--- config.mk ---
export PLATFORM = sky130hd
export DESIGN_NAME = uart_avm_scheduler
export DESIGN_NICKNAME = d
export VERILOG_FILES = /design/src/rtl/uart_avm_scheduler.sv
export SDC_FILE = /design/constraint.sdc
export NUM_CORES = 1
export LEC_CHECK = 0
export BUFFER_PORTS_ARGS = -buffer_cell sky130_fd_sc_hd__buf_2
export CAP_MARGIN = 20
export CORE_ASPECT_RATIO = 0.75
export CORE_MARGIN = 3
export CORE_UTILIZATION = 52
export CTS_CLUSTER_DIAMETER = 40
export DETAILED_ROUTE_END_ITERATION = 8
export PLACE_DENSITY = 0.85
export SLEW_MARGIN = 10
export SYNTH_ARGS = -nofsm -noshare
export SYNTH_HDL_FRONTEND = slang
export SYNTH_SLANG_ARGS = --single-unit
--- constraint.sdc ---
create_clock -name i_clk -period 3.75 [get_ports i_clk]
set_input_delay 0.375 -clock i_clk [delete_from_list [all_inputs] [get_ports i_clk]]
set_output_delay 0.375 -clock i_clk [all_outputs]
set_load 0.05 [all_outputs]
--- src/rtl/uart_avm_scheduler.sv ---
`default_nettype none
// ============================================================================
// Module      : uart_avm_scheduler
// Description : Sole master of the UART Avalon-MM slave port. Polls the status
//               register, then grants the port round-robin between RX reads
//               (byte-stream output) and TX writes (byte-stream input).
// Revision    : 1.0 - initial release
// ============================================================================
module uart_avm_scheduler #(
  parameter int RX_BASE     = 0,
  parameter int TX_BASE     = 4,
  parameter int STATUS_BASE = 8,
  parameter int TX_OK_BIT   = 6,
  parameter int RX_OK_BIT   = 7
) (
  input  logic        i_clk,
  input  logic        avm_rst_n,
  input  logic        i_enable,
  output logic [4:0]  avm_address,
  output logic        avm_read,
  output logic        avm_write,
  output logic [31:0] avm_writedata,
  input  logic [31:0] avm_readdata,
  input  logic        avm_waitrequest,
  output logic [7:0]  rx_data,
  output logic        rx_valid,
  input  logic        rx_ready,
  input  logic [7:0]  tx_data,
  input  logic        tx_valid,
  output logic        tx_ready,
  output logic [15:0] rx_count,
  output logic [15:0] tx_count
);

  localparam logic [4:0] C_RX_ADDR     = 5'(RX_BASE);
  localparam logic [4:0] C_TX_ADDR     = 5'(TX_BASE);
  localparam logic [4:0] C_STATUS_ADDR = 5'(STATUS_BASE);

  typedef enum logic [2:0] {S_IDLE, S_STATUS, S_GAP, S_TX, S_RX} state_t;
  typedef enum logic [1:0] {G_NONE, G_RX, G_TX} grant_t;

  state_t     r_state;
  grant_t     r_pending;    // grant decided at status completion, issued after the gap
  logic       r_last_tx;    // 1: last serviced side was TX
  logic [7:0] r_tx_hold;    // byte accepted from the TX stream, awaiting its write

  logic   w_done;
  logic   w_status_done;
  logic   w_rx_elig;
  logic   w_tx_elig;
  grant_t w_grant;
  logic   w_unused;

  assign w_done        = (avm_read | avm_write) & ~avm_waitrequest;
  assign w_status_done = (r_state == S_STATUS) & w_done;
  assign w_rx_elig     = avm_readdata[RX_OK_BIT] & ~rx_valid;
  assign w_tx_elig     = avm_readdata[TX_OK_BIT] & tx_valid;
  assign w_unused      = ^avm_readdata[31:8];

  // Round-robin arbitration on the status word; disable suppresses any grant
  always_comb begin
    w_grant = G_NONE;
    if (i_enable) begin
      if (w_rx_elig && w_tx_elig) w_grant = r_last_tx ? G_RX : G_TX;
      else if (w_rx_elig)         w_grant = G_RX;
      else if (w_tx_elig)         w_grant = G_TX;
    end
  end

  // The TX byte is taken exactly in the status-completion cycle that grants TX
  assign tx_ready = w_status_done & (w_grant == G_TX);

  // Bus sequencer, RX output buffer and counters
  always_ff @(posedge i_clk or negedge avm_rst_n) begin
    if (!avm_rst_n) begin
      r_state       <= S_IDLE;
      r_pending     <= G_NONE;
      r_last_tx     <= 1'b1;
      r_tx_hold     <= 8'h00;
      avm_address   <= C_STATUS_ADDR;
      avm_read      <= 1'b0;
      avm_write     <= 1'b0;
      avm_writedata <= 32'h0;
      rx_data       <= 8'h00;
      rx_valid      <= 1'b0;
      rx_count      <= 16'h0;
      tx_count      <= 16'h0;
    end else begin
      // Consumer handshake; an RX completion can never coincide with this
      if (rx_valid && rx_ready) begin
        rx_valid <= 1'b0;
        rx_count <= rx_count + 16'd1;
      end

      case (r_state)
        S_IDLE: begin
          if (i_enable) begin
            r_state     <= S_STATUS;
            avm_read    <= 1'b1;
            avm_address <= C_STATUS_ADDR;
          end
        end

        S_STATUS: begin
          if (w_done) begin
            avm_read  <= 1'b0;
            r_pending <= w_grant;
            if (w_grant == G_TX) r_tx_hold <= tx_data;
            r_state   <= i_enable ? S_GAP : S_IDLE;
          end
        end

        S_GAP: begin
          r_pending <= G_NONE;
          case (r_pending)
            G_RX: begin
              r_state     <= S_RX;
              avm_read    <= 1'b1;
              avm_address <= C_RX_ADDR;
            end
            G_TX: begin
              r_state       <= S_TX;
              avm_write     <= 1'b1;
              avm_address   <= C_TX_ADDR;
              avm_writedata <= {24'b0, r_tx_hold};
            end
            default: begin
              if (i_enable) begin
                r_state     <= S_STATUS;
                avm_read    <= 1'b1;
                avm_address <= C_STATUS_ADDR;
              end else begin
                r_state <= S_IDLE;
              end
            end
          endcase
        end

        S_TX: begin
          if (w_done) begin
            avm_write <= 1'b0;
            tx_count  <= tx_count + 16'd1;
            r_last_tx <= 1'b1;
            r_state   <= S_GAP;
          end
        end

        S_RX: begin
          if (w_done) begin
            avm_read  <= 1'b0;
            rx_data   <= avm_readdata[7:0];
            rx_valid  <= 1'b1;
            r_last_tx <= 1'b0;
            r_state   <= S_GAP;
          end
        end

        default: r_state <= S_IDLE;
      endcase
    end
  end

endmodule
`default_nettype wire
==> summary.txt, run 1 <==
Run status
  – Status: complete, no violations

STA
  – Skew final: 0.00685 ns
  – Slew @ Worst Pin: 0.754 ns
  – Min Tclk post-route: between 2 and 3 ns
  – Fmax: ~400 MHz
  – Final Worst Setup Slack: 1.22 ns
  – Hold Vio Cnt, Final: 0
  – Unrepaired setup endpoints after global routing: false
  – Setup-failing EPs final: 0
  – Slew HR: 0.495
  – Final hold slack: approximately 0.26 ns
  – Fin crit share: 0.676
  – TNS Setup: 0 ns
  – Slew Limit Fails: 0

Synthesis
  – Unique masters post-synth: 41
  – Asr flop ratio synth: 1.00
  – Post-synth EDFFs: 0
  – Post-Synth Adder-Cell Area: 0.0195
  – Synthesized area: roughly 3200 µm²
  – Syn avg cell area: approximately 12 µm²
  – Ys flop type: dfrtp_1
  – #FFs+latches synth: 70
  – Largest family of logic cells by synthesized area: simple AND/OR/NAND/NOR gates
  – Post-Synth Simple-Gate Area: 0.131
  – Syn. warnings: 0
  – Post-Synth XOR/XNOR Area: 0.0848
  – Multiplexer area fraction after synthesis: 0.0914
  – Synth Area in Compound Gates: 0.0551
  – Seq/Total Area, Yosys: 0.548
  – Cells after Synth: approximately 270

Worst setup path
  – RR Startpoint: r_state[2]
  – CP max FO: 11
  – Reg2Reg Depth: 4
  – Worst-path cell chain: nor2_1 > nand3_4 > a311oi_4 > buf_2
  – CP required: 3.38 ns
  – Crit path kind: reg2out
  – WP data arrival: between 2 and 2.5 ns
  – Critical R2R Capture: r_tx_hold[7]
  – Max incr delay on CP: 0.57 ns
  – Sum of buffers and inverters on the critical path: 1
  – CP delay by family, top: compound AO/OA/AOI/OAI gates
  – Crit start category: flop
  – Slowest-stage cell, CP: a311oi_4
  – Worst Setup End Kind: output pin
  – Reg-to-reg slack, setup: around 1.8 ns

Route
  – Drt total wl: a little over 6 mm
  – Residual DRC count: 0
  – Drt initial violations: 60
  – ANT nets after route: 0
  – First drt pass iteration count: 4
  – DR vias/cell: between 5 and 6
  – Routed WL per cell: between 10 and 15 µm
  – Vias post-DR: roughly 2,200

Clock network
  – Root Buffer: clkbuf_8
  – Post-CTS Setup Bufs: 0
  – CTS H-tree depth: 3
  – Reg clk slew, reported paths: approximately 0.070 ns
  – Resized Gates After CTS: 0
  – # clock sinks: 70
  – CTS max path bufs: 2
  – Total CTS buffers: 9
  – CTS tree: done
  – Worst-Skew Late Latency: about 0.34 ns
  – Hold buffer count at cts: 0

Cells and area
  – Filler cells: 511
  – Net count, final: just over 400
  – Commonest cells after routing, fill and taps aside: buf_2, dfrtp_1, mux2_2
  – Area grow syn2layout: 18.6%
  – N_diodes: 0
  – Layout cells sized above 1: 0.367
  – Post-route cell area: between 3000 and 4000 µm²
  – Commonest non-fill, non-tap cell in the layout: buf_2

Power
  – Sequential power share: 0.422
  – Clock power share: 0.213
  – Internal power: 1.50 mW
  – Pleak: 1.97 nW
  – Worst vdd ir: a little over 0.5 mV
  – Psw: roughly 1.1 mW
  – Power Dens Cells: ~680 nW/µm²
  – Comb pwr share: 0.365
  – Sw frac: 0.424

GRT
  – First-pass GRT wire length: around 10 mm
  – Largest net degree at the start of global routing: 48
  – Initial antenna violation count: 0
  – All-Layer GR Usage: 0.181
  – Vias in the first global route: around 2,200
  – Grt ovf: 0

Worst hold path
  – Hold-critical path endpoint: rx_valid
  – Depth of the worst hold-timing path: 2
  – HP Start: rx_ready
  – Hold WC Path Type: in2reg

Die
  – Initial Utilization: 0.544
  – Core footprint: 5890 µm²
  – DIE AREA: roughly 7100 µm²
  – Placement Rows: 24
  – Chip Width: 96.6 µm
  – # IOs: ~130
  – Die Y: 74.0 µm

Placement
  – Post-DP HPWL: between 4 and 5 mm
  – Cell area after placement: about 3600 µm²
  – RePlAce Congestion: around 0.74
  – I/O Buffers: a little under 80
  – Pre-CTS setup slack: 1.57 ns

Run
  – # Max-Cap Violations: 0
per-layer routing:
metal | GRT usage | up-vias | share of wire
li1 | - | 1037 | -
met1 | 0.229 | 1062 | 0.44
met2 | 0.297 | 76 | 0.49
met3 | 0.0544 | 5 | 0.059
met4 | 0.0794 | 0 | 0.013
met5 | 0 | - | 0
power by group through the flow:
stage,combinational (mW),sequential [mW],clock [mW]
after floorplan,0.364,1.48,0
after global placement,0.931,1.09,0
after detailed placement,0.953,1.11,0
after CTS,0.954,1.09,0.571
after global routing,1.01,1.12,0.610
final,0.947,1.10,0.552
flip-flops by register name, summed over array words and instances (netlist names):
signal,cells
avm_address,5
avm_read,1
avm_write,1
avm_writedata,8
r_last_tx,1
r_pending,2
r_state,3
r_tx_hold,8
rx_count,16
rx_data,8
rx_valid,1
tx_count,16
area by class of cell:
| type | count | area (µm²) | area share |
|---|---|---|---|
| sequential | 70 | 1750 | 0.462 |
| multi-input combinational | 184 | 1310 | 0.346 |
| timing repair buffer | 81 | 428 | 0.113 |
| clock buffer | 15 | 176 | 0.0465 |
| tap | 78 | 97.6 | 0.0257 |
| inverter | 6 | 22.5 | 0.00593 |
| clock inverter | 1 | 5.00 | 0.00132 |
Yosys cell counts, drive strengths merged (2+ instances only):
cell     n  area share
and3     2      0.0039
and4     3      0.0082
o21ai    8       0.013
xor2    10       0.027
and2     3      0.0059
xnor2   21       0.057
nand2   19       0.022
nand3   11       0.021
or2      3      0.0059
ha       5       0.020
a21oi    5      0.0078
mux2    26       0.091
dfstp    2       0.016
buf     27       0.061
a211oi   2      0.0047
inv      6      0.0070
nor2b    3      0.0059
nand4    7       0.014
nand2b   2      0.0039
nor2    14       0.016
dfrtp   68        0.53
nor4     2       0.011
worst max-delay path by stage:
stage | from | slack (ns) | cells past startpoint | end
finish | r_state[2] | 1.22 | 4 | tx_ready
global route | r_state[2] | 1.07 | 4 | tx_ready
CTS | r_state[2] | 1.20 | 4 | tx_ready
detailed placement | avm_waitrequest | 1.57 | 5 | tx_ready
global placement | avm_waitrequest | 1.58 | 5 | tx_ready
floorplan | avm_read | 1.45 | 4 | r_tx_hold[0]
cell families (layout without fill, tap and decap cells):
kind of cell             Yosys count  in the layout
AO/OA/AOI/OAI                     24             24
XOR/XNOR                          31             31
adder cells (fa/ha/maj)            5              5
buffers and inverters             34            103
flip-flops                        70             70
multiplexers                      26             26
other                              1             24
AND/OR/NAND/NOR                   74             74
stage by stage:
stage                      util  instances  power [mW]
after floorplan               -        288        1.84
after global placement    0.609        417        2.02
after detailed placement  0.609        417        2.06
after CTS                 0.640        433        2.62
after global routing      0.645        435        2.74
final                     0.645        435        2.60
(Power assumes the default switching activity.)
==> run 2: changes to the inputs <==
--- a/config.mk
+++ b/config.mk
@@ -9,10 +9,10 @@
 export CAP_MARGIN = 20
 export CORE_ASPECT_RATIO = 0.75
 export CORE_MARGIN = 3
-export CORE_UTILIZATION = 52
+export CORE_UTILIZATION = 48
 export CTS_CLUSTER_DIAMETER = 40
 export DETAILED_ROUTE_END_ITERATION = 8
-export PLACE_DENSITY = 0.85
+export PLACE_DENSITY = 0.79
 export SLEW_MARGIN = 10
 export SYNTH_ARGS = -nofsm -noshare
 export SYNTH_HDL_FRONTEND = slang
==> constraint.sdc (replaced) <==
create_clock -name i_clk -period 2.46 [get_ports i_clk]
set_input_delay 0.246 -clock i_clk [delete_from_list [all_inputs] [get_ports i_clk]]
set_output_delay 0.246 -clock i_clk [all_outputs]
set_load 0.05 [all_outputs]
==> summary.txt, run 2 (same netlist as run 1, synthesis figures left out) <==
Placement
  – Post-DP HPWL: roughly 4.5 mm
  – I/O Buffers: 78
  – RePlAce Congestion: a little over 0.8
  – Placed insts: approximately 420

Cells and area
  – Largest registers: rx_count x16, tx_count x16
  – Layout cells sized above 1: 0.378
  – N_diodes: 0
  – Commonest cells after routing, fill and taps aside: buf_2, dfrtp_1, mux2_2
  – Fin cells: around 440
  – Commonest non-fill, non-tap cell in the layout: buf_2
  – Filler cells: 556
  – Net count, final: a little over 400
  – Area grow syn2layout: 21.4%

Die
  – Initial Utilization: 0.502
  – Chip Width: approximately 100 µm
  – Die Y: between 70 and 80 µm
  – DIE AREA: between 7000 and 8000 µm²
  – # IOs: ~130
  – Core footprint: about 6400 µm²
  – Placement Rows: 25

Worst setup path
  – CP max FO: 11
  – Reg-to-reg slack, setup: between 0.4 and 0.5 ns
  – Worst Setup End Kind: output pin
  – WP data arrival: just over 2 ns
  – CP required: about 2.2 ns
  – Crit start category: flop
  – Crit path kind: reg2out

GRT
  – Vias in the first global route: roughly 2,200
  – Initial antenna violation count: 0
  – All-Layer GR Usage: 0.174
  – Grt ovf: 0
  – Largest net degree at the start of global routing: 38
  – First-pass GRT wire length: 10.6 mm

STA
  – Fmax: around 440 MHz
  – Setup-failing EPs final: 0
  – Final hold slack: around 0.12 ns
  – Slew @ Worst Pin: around 0.78 ns
  – Hold Vio Cnt, Final: 0
  – TNS Setup: 0 ns
  – Fin crit share: 0.933
  – Slew HR: 0.481
  – Unrepaired setup endpoints after global routing: false
  – Min Tclk post-route: approximately 2.3 ns
  – Slew Limit Fails: 0
  – Skew final: between 0.01 and 0.015 ns

Route
  – Drt total wl: between 6 and 7 mm
  – ANT nets after route: 0
  – First drt pass iteration count: 4
  – Drt initial violations: 71
  – DR vias/cell: between 4 and 5
  – Vias post-DR: 2,193
  – Routed WL per cell: between 10 and 15 µm
  – Residual DRC count: 0

Run status
  – Status: complete, no violations

Power
  – Worst vdd ir: a little under 0.6 mV
  – Power Dens Cells: 1090 nW/µm²
  – Pleak: roughly 2.0 nW

Clock network
  – Total CTS buffers: 9
  – Worst-Skew Late Latency: between 0.3 and 0.4 ns
  – # clock sinks: 70
  – Resized Gates After CTS: 0
  – Reg clk slew, reported paths: roughly 0.07 ns
  – CTS tree: done
  – Root Buffer: clkbuf_8
  – CTS H-tree depth: 3
  – CTS max path bufs: 2

Worst hold path
  – Hold WC Path Type: in2reg

Run
  – # Max-Cap Violations: 0
[run 2: final cells by class]
cell class / instances / area [µm²] / area share
Multi-Input combinational cell: 184 / 1310 / 0.338
Tap cell: 81 / 101 / 0.0261
Clock inverter: 5 / 106 / 0.0273
Inverter: 6 / 22.5 / 0.00579
Sequential cell: 70 / 1750 / 0.451
Timing Repair Buffer: 84 / 450 / 0.116
Clock buffer: 11 / 141 / 0.0363
[run 2: worst paths after layout]
check,to,from,cells after the start
worst max-delay path,tx_ready,r_state[2],4
worst min-delay path,rx_valid,rx_ready,2
worst max register to register,r_tx_hold[6],r_state[2],5
worst min register to register,tx_count[15],tx_count[15],1
max in group asynchronous,r_last_tx,avm_rst_n,3
min in group asynchronous,tx_count[14],avm_rst_n,2
[run 2: worst max-delay path, stage by stage (launching register included)]
cell and delay, ns:
dfrtp_1 0.51, nor2_1 0.24, nand3_4 0.12, a311oi_4 0.47
buf_2 0.36
[run 2: through the flow]
stage	setup slack, ns	power (mW)	util	cell area (µm²)
2_1_floorplan	0.159	2.81	-	3290
3_3_place_gp	0.529	3.12	0.569	3630
3_5_place_dp	0.441	3.16	0.569	3630
4_1_cts	0.125	4.30	0.610	3890
5_1_grt	0.0376	4.49	0.610	3890
6_report	0.166	4.25	0.610	3890
[run 2: metal layers]
| layer | GRT usage | wire, µm | up-vias |
|---|---|---|---|
| met5 | 0 | 0 | - |
| met4 | 0.0579 | 53 | 0 |
| met3 | 0.0727 | 437 | 7 |
| met2 | 0.274 | 2970 | 63 |
| met1 | 0.216 | 2690 | 1085 |
| li1 | - | - | 1038 |
[run 2: power breakdown]
part / internal (mW) / leakage, nW / switching, mW / total (mW)
Sequential: 1.43 / 0.934 / 0.201 / 1.63
Clock: 0.703 / 0.120 / 0.421 / 1.12
Combinational: 0.424 / 0.962 / 1.08 / 1.50
Total: 2.55 / 2.02 / 1.70 / 4.25
[run 2: what timing repair did]
action                    4_1_cts  5_1_grt
hold endpoints to repair       27        0
setup buffers                   0        0
hold buffers                    1        0
==> run 3: changes to the inputs <==
--- a/config.mk
+++ b/config.mk
@@ -8,11 +8,12 @@
 export BUFFER_PORTS_ARGS = -buffer_cell sky130_fd_sc_hd__buf_2
 export CAP_MARGIN = 20
 export CORE_ASPECT_RATIO = 0.75
-export CORE_MARGIN = 3
+export CORE_MARGIN = 4
 export CORE_UTILIZATION = 48
 export CTS_CLUSTER_DIAMETER = 40
 export DETAILED_ROUTE_END_ITERATION = 8
 export PLACE_DENSITY = 0.79
+export REMOVE_ABC_BUFFERS = 1
 export SLEW_MARGIN = 10
 export SYNTH_ARGS = -nofsm -noshare
 export SYNTH_HDL_FRONTEND = slang
==> summary.txt, run 3 (same netlist as run 1, synthesis figures left out) <==
Worst hold path
  – Depth of the worst hold-timing path: 2
  – Hold WC Path Type: in2reg
  – Hold-critical path endpoint: rx_valid
  – HP Start: rx_ready

Worst setup path
  – CP required: 2.21 ns
  – WP data arrival: 1.96 ns
  – Critical R2R Capture: r_tx_hold[4]
  – Crit path kind: reg2out
  – Crit start category: flop
  – Worst Setup End Kind: output pin
  – CP max FO: 11
  – RR Startpoint: r_state[2]
  – Reg-to-reg slack, setup: roughly 0.54 ns
  – Reg2Reg Depth: 6

Cells and area
  – Filler cells: 556
  – Post-route cell area: 3840 µm²
  – Commonest non-fill, non-tap cell in the layout: buf_2
  – Area grow syn2layout: 19.8%
  – Commonest cells after routing, fill and taps aside: buf_2, dfrtp_1, mux2_2
  – Largest registers: rx_count x16, tx_count x16
  – Layout cells sized above 1: 0.380
  – Final Util: 0.602
  – N_diodes: 0
  – Net count, final: roughly 410

Route
  – Drt total wl: 6.26 mm
  – Drt initial violations: 54
  – Residual DRC count: 0
  – ANT nets after route: 0
  – Vias post-DR: between 2,000 and 2,500
  – Routed WL per cell: about 14 µm
  – DR vias/cell: about 4.9
  – First drt pass iteration count: 4

Die
  – Core footprint: 6380 µm²
  – Placement Rows: 25
  – Die Y: about 79 µm
  – Chip Width: slightly above 100 µm
  – Initial Utilization: 0.502
  – # IOs: about 130
  – DIE AREA: between 8000 and 9000 µm²

STA
  – Setup-failing EPs final: 0
  – Hold Vio Cnt, Final: 0
  – Final hold slack: between 0.1 and 0.15 ns
  – Fin crit share: 0.896
  – Skew final: between 0.007 and 0.008 ns
  – Slew @ Worst Pin: between 0.6 and 0.7 ns
  – Min Tclk post-route: roughly 2.2 ns
  – Unrepaired setup endpoints after global routing: false
  – TNS Setup: 0 ns
  – Slew Limit Fails: 0
  – Slew HR: 0.546
  – Fmax: 454 MHz

Placement
  – Post-DP HPWL: approximately 4.6 mm
  – Cell area after placement: between 3000 and 4000 µm²
  – RePlAce Congestion: slightly above 0.8
  – I/O Buffers: roughly 80

Power
  – Worst vdd ir: around 0.76 mV
  – Power Dens Cells: 1030 nW/µm²
  – Pleak: 2.01 nW

Clock network
  – Reg clk slew, reported paths: approximately 0.070 ns
  – CTS H-tree depth: 3
  – Resized Gates After CTS: 0
  – CTS max path bufs: 2
  – Root Buffer: clkbuf_8
  – # clock sinks: 70
  – Worst-Skew Late Latency: approximately 0.33 ns
  – CTS tree: done
  – Total CTS buffers: 9

GRT
  – Largest net degree at the start of global routing: 42
  – All-Layer GR Usage: 0.170
  – Initial antenna violation count: 0
  – Grt ovf: 0
  – Vias in the first global route: roughly 2,300
  – First-pass GRT wire length: roughly 11 mm

Run
  – # Max-Cap Violations: 0

Run status
  – Status: complete, no violations
## run 3: where the power goes
part	switching (mW)	total, mW	internal, mW
clock network	0.385	0.822	0.437
registers	0.247	1.67	1.43
logic	1.04	1.44	0.408
## run 3: worst max path at each step
| stage | from | to | cells past startpoint |
|---|---|---|---|
| floorplan | avm_read | r_tx_hold[0] | 4 |
| detailed placement | r_state[2] | tx_ready | 4 |
| CTS | r_state[2] | tx_ready | 4 |
| finish | r_state[2] | tx_ready | 5 |
| global placement | r_state[2] | tx_ready | 4 |
| global route | r_state[2] | tx_ready | 5 |
## run 3: layout make-up
| class | count | area, µm² | share of cell area |
|---|---|---|---|
| multi-input combinational | 184 | 1310 | 0.342 |
| sequential | 70 | 1750 | 0.457 |
| timing repair buffer | 87 | 473 | 0.123 |
| tap | 81 | 101 | 0.0264 |
| clock inverter | 1 | 5.00 | 0.00130 |
| inverter | 6 | 22.5 | 0.00587 |
| clock buffer | 13 | 169 | 0.0440 |
## run 3: metrics by stage
step / setup slack (ns) / power [mW] / instances
global route: 0.149 / 4.17 / 442
floorplan: 0.149 / 2.77 / 260
global placement: 0.482 / 3.10 / 421
finish: 0.256 / 3.94 / 442
CTS: 0.0358 / 3.98 / 436
detailed placement: 0.412 / 3.15 / 421
## run 3: what timing repair did
item,in CTS,in global routing
hold buffers,1,0
hold endpoints to repair,29,0
setup endpoints to repair,0,1
buffers inserted,0,6
## run 3: critical path: stages, from the launching register on
cell      delay (ns)
dfrtp_1         0.50
nor2_1          0.24
nand3_4         0.12
a311oi_4        0.28
buf_4           0.21
buf_2           0.28
## run 3: layer usage
layer / track usage / up-vias / share of wire
met5: 0 / - / 0
met4: 0.0642 / 0 / 0.015
met3: 0.0378 / 10 / 0.063
met2: 0.276 / 72 / 0.48
met1: 0.222 / 1050 / 0.45
li1: - / 1043 / -
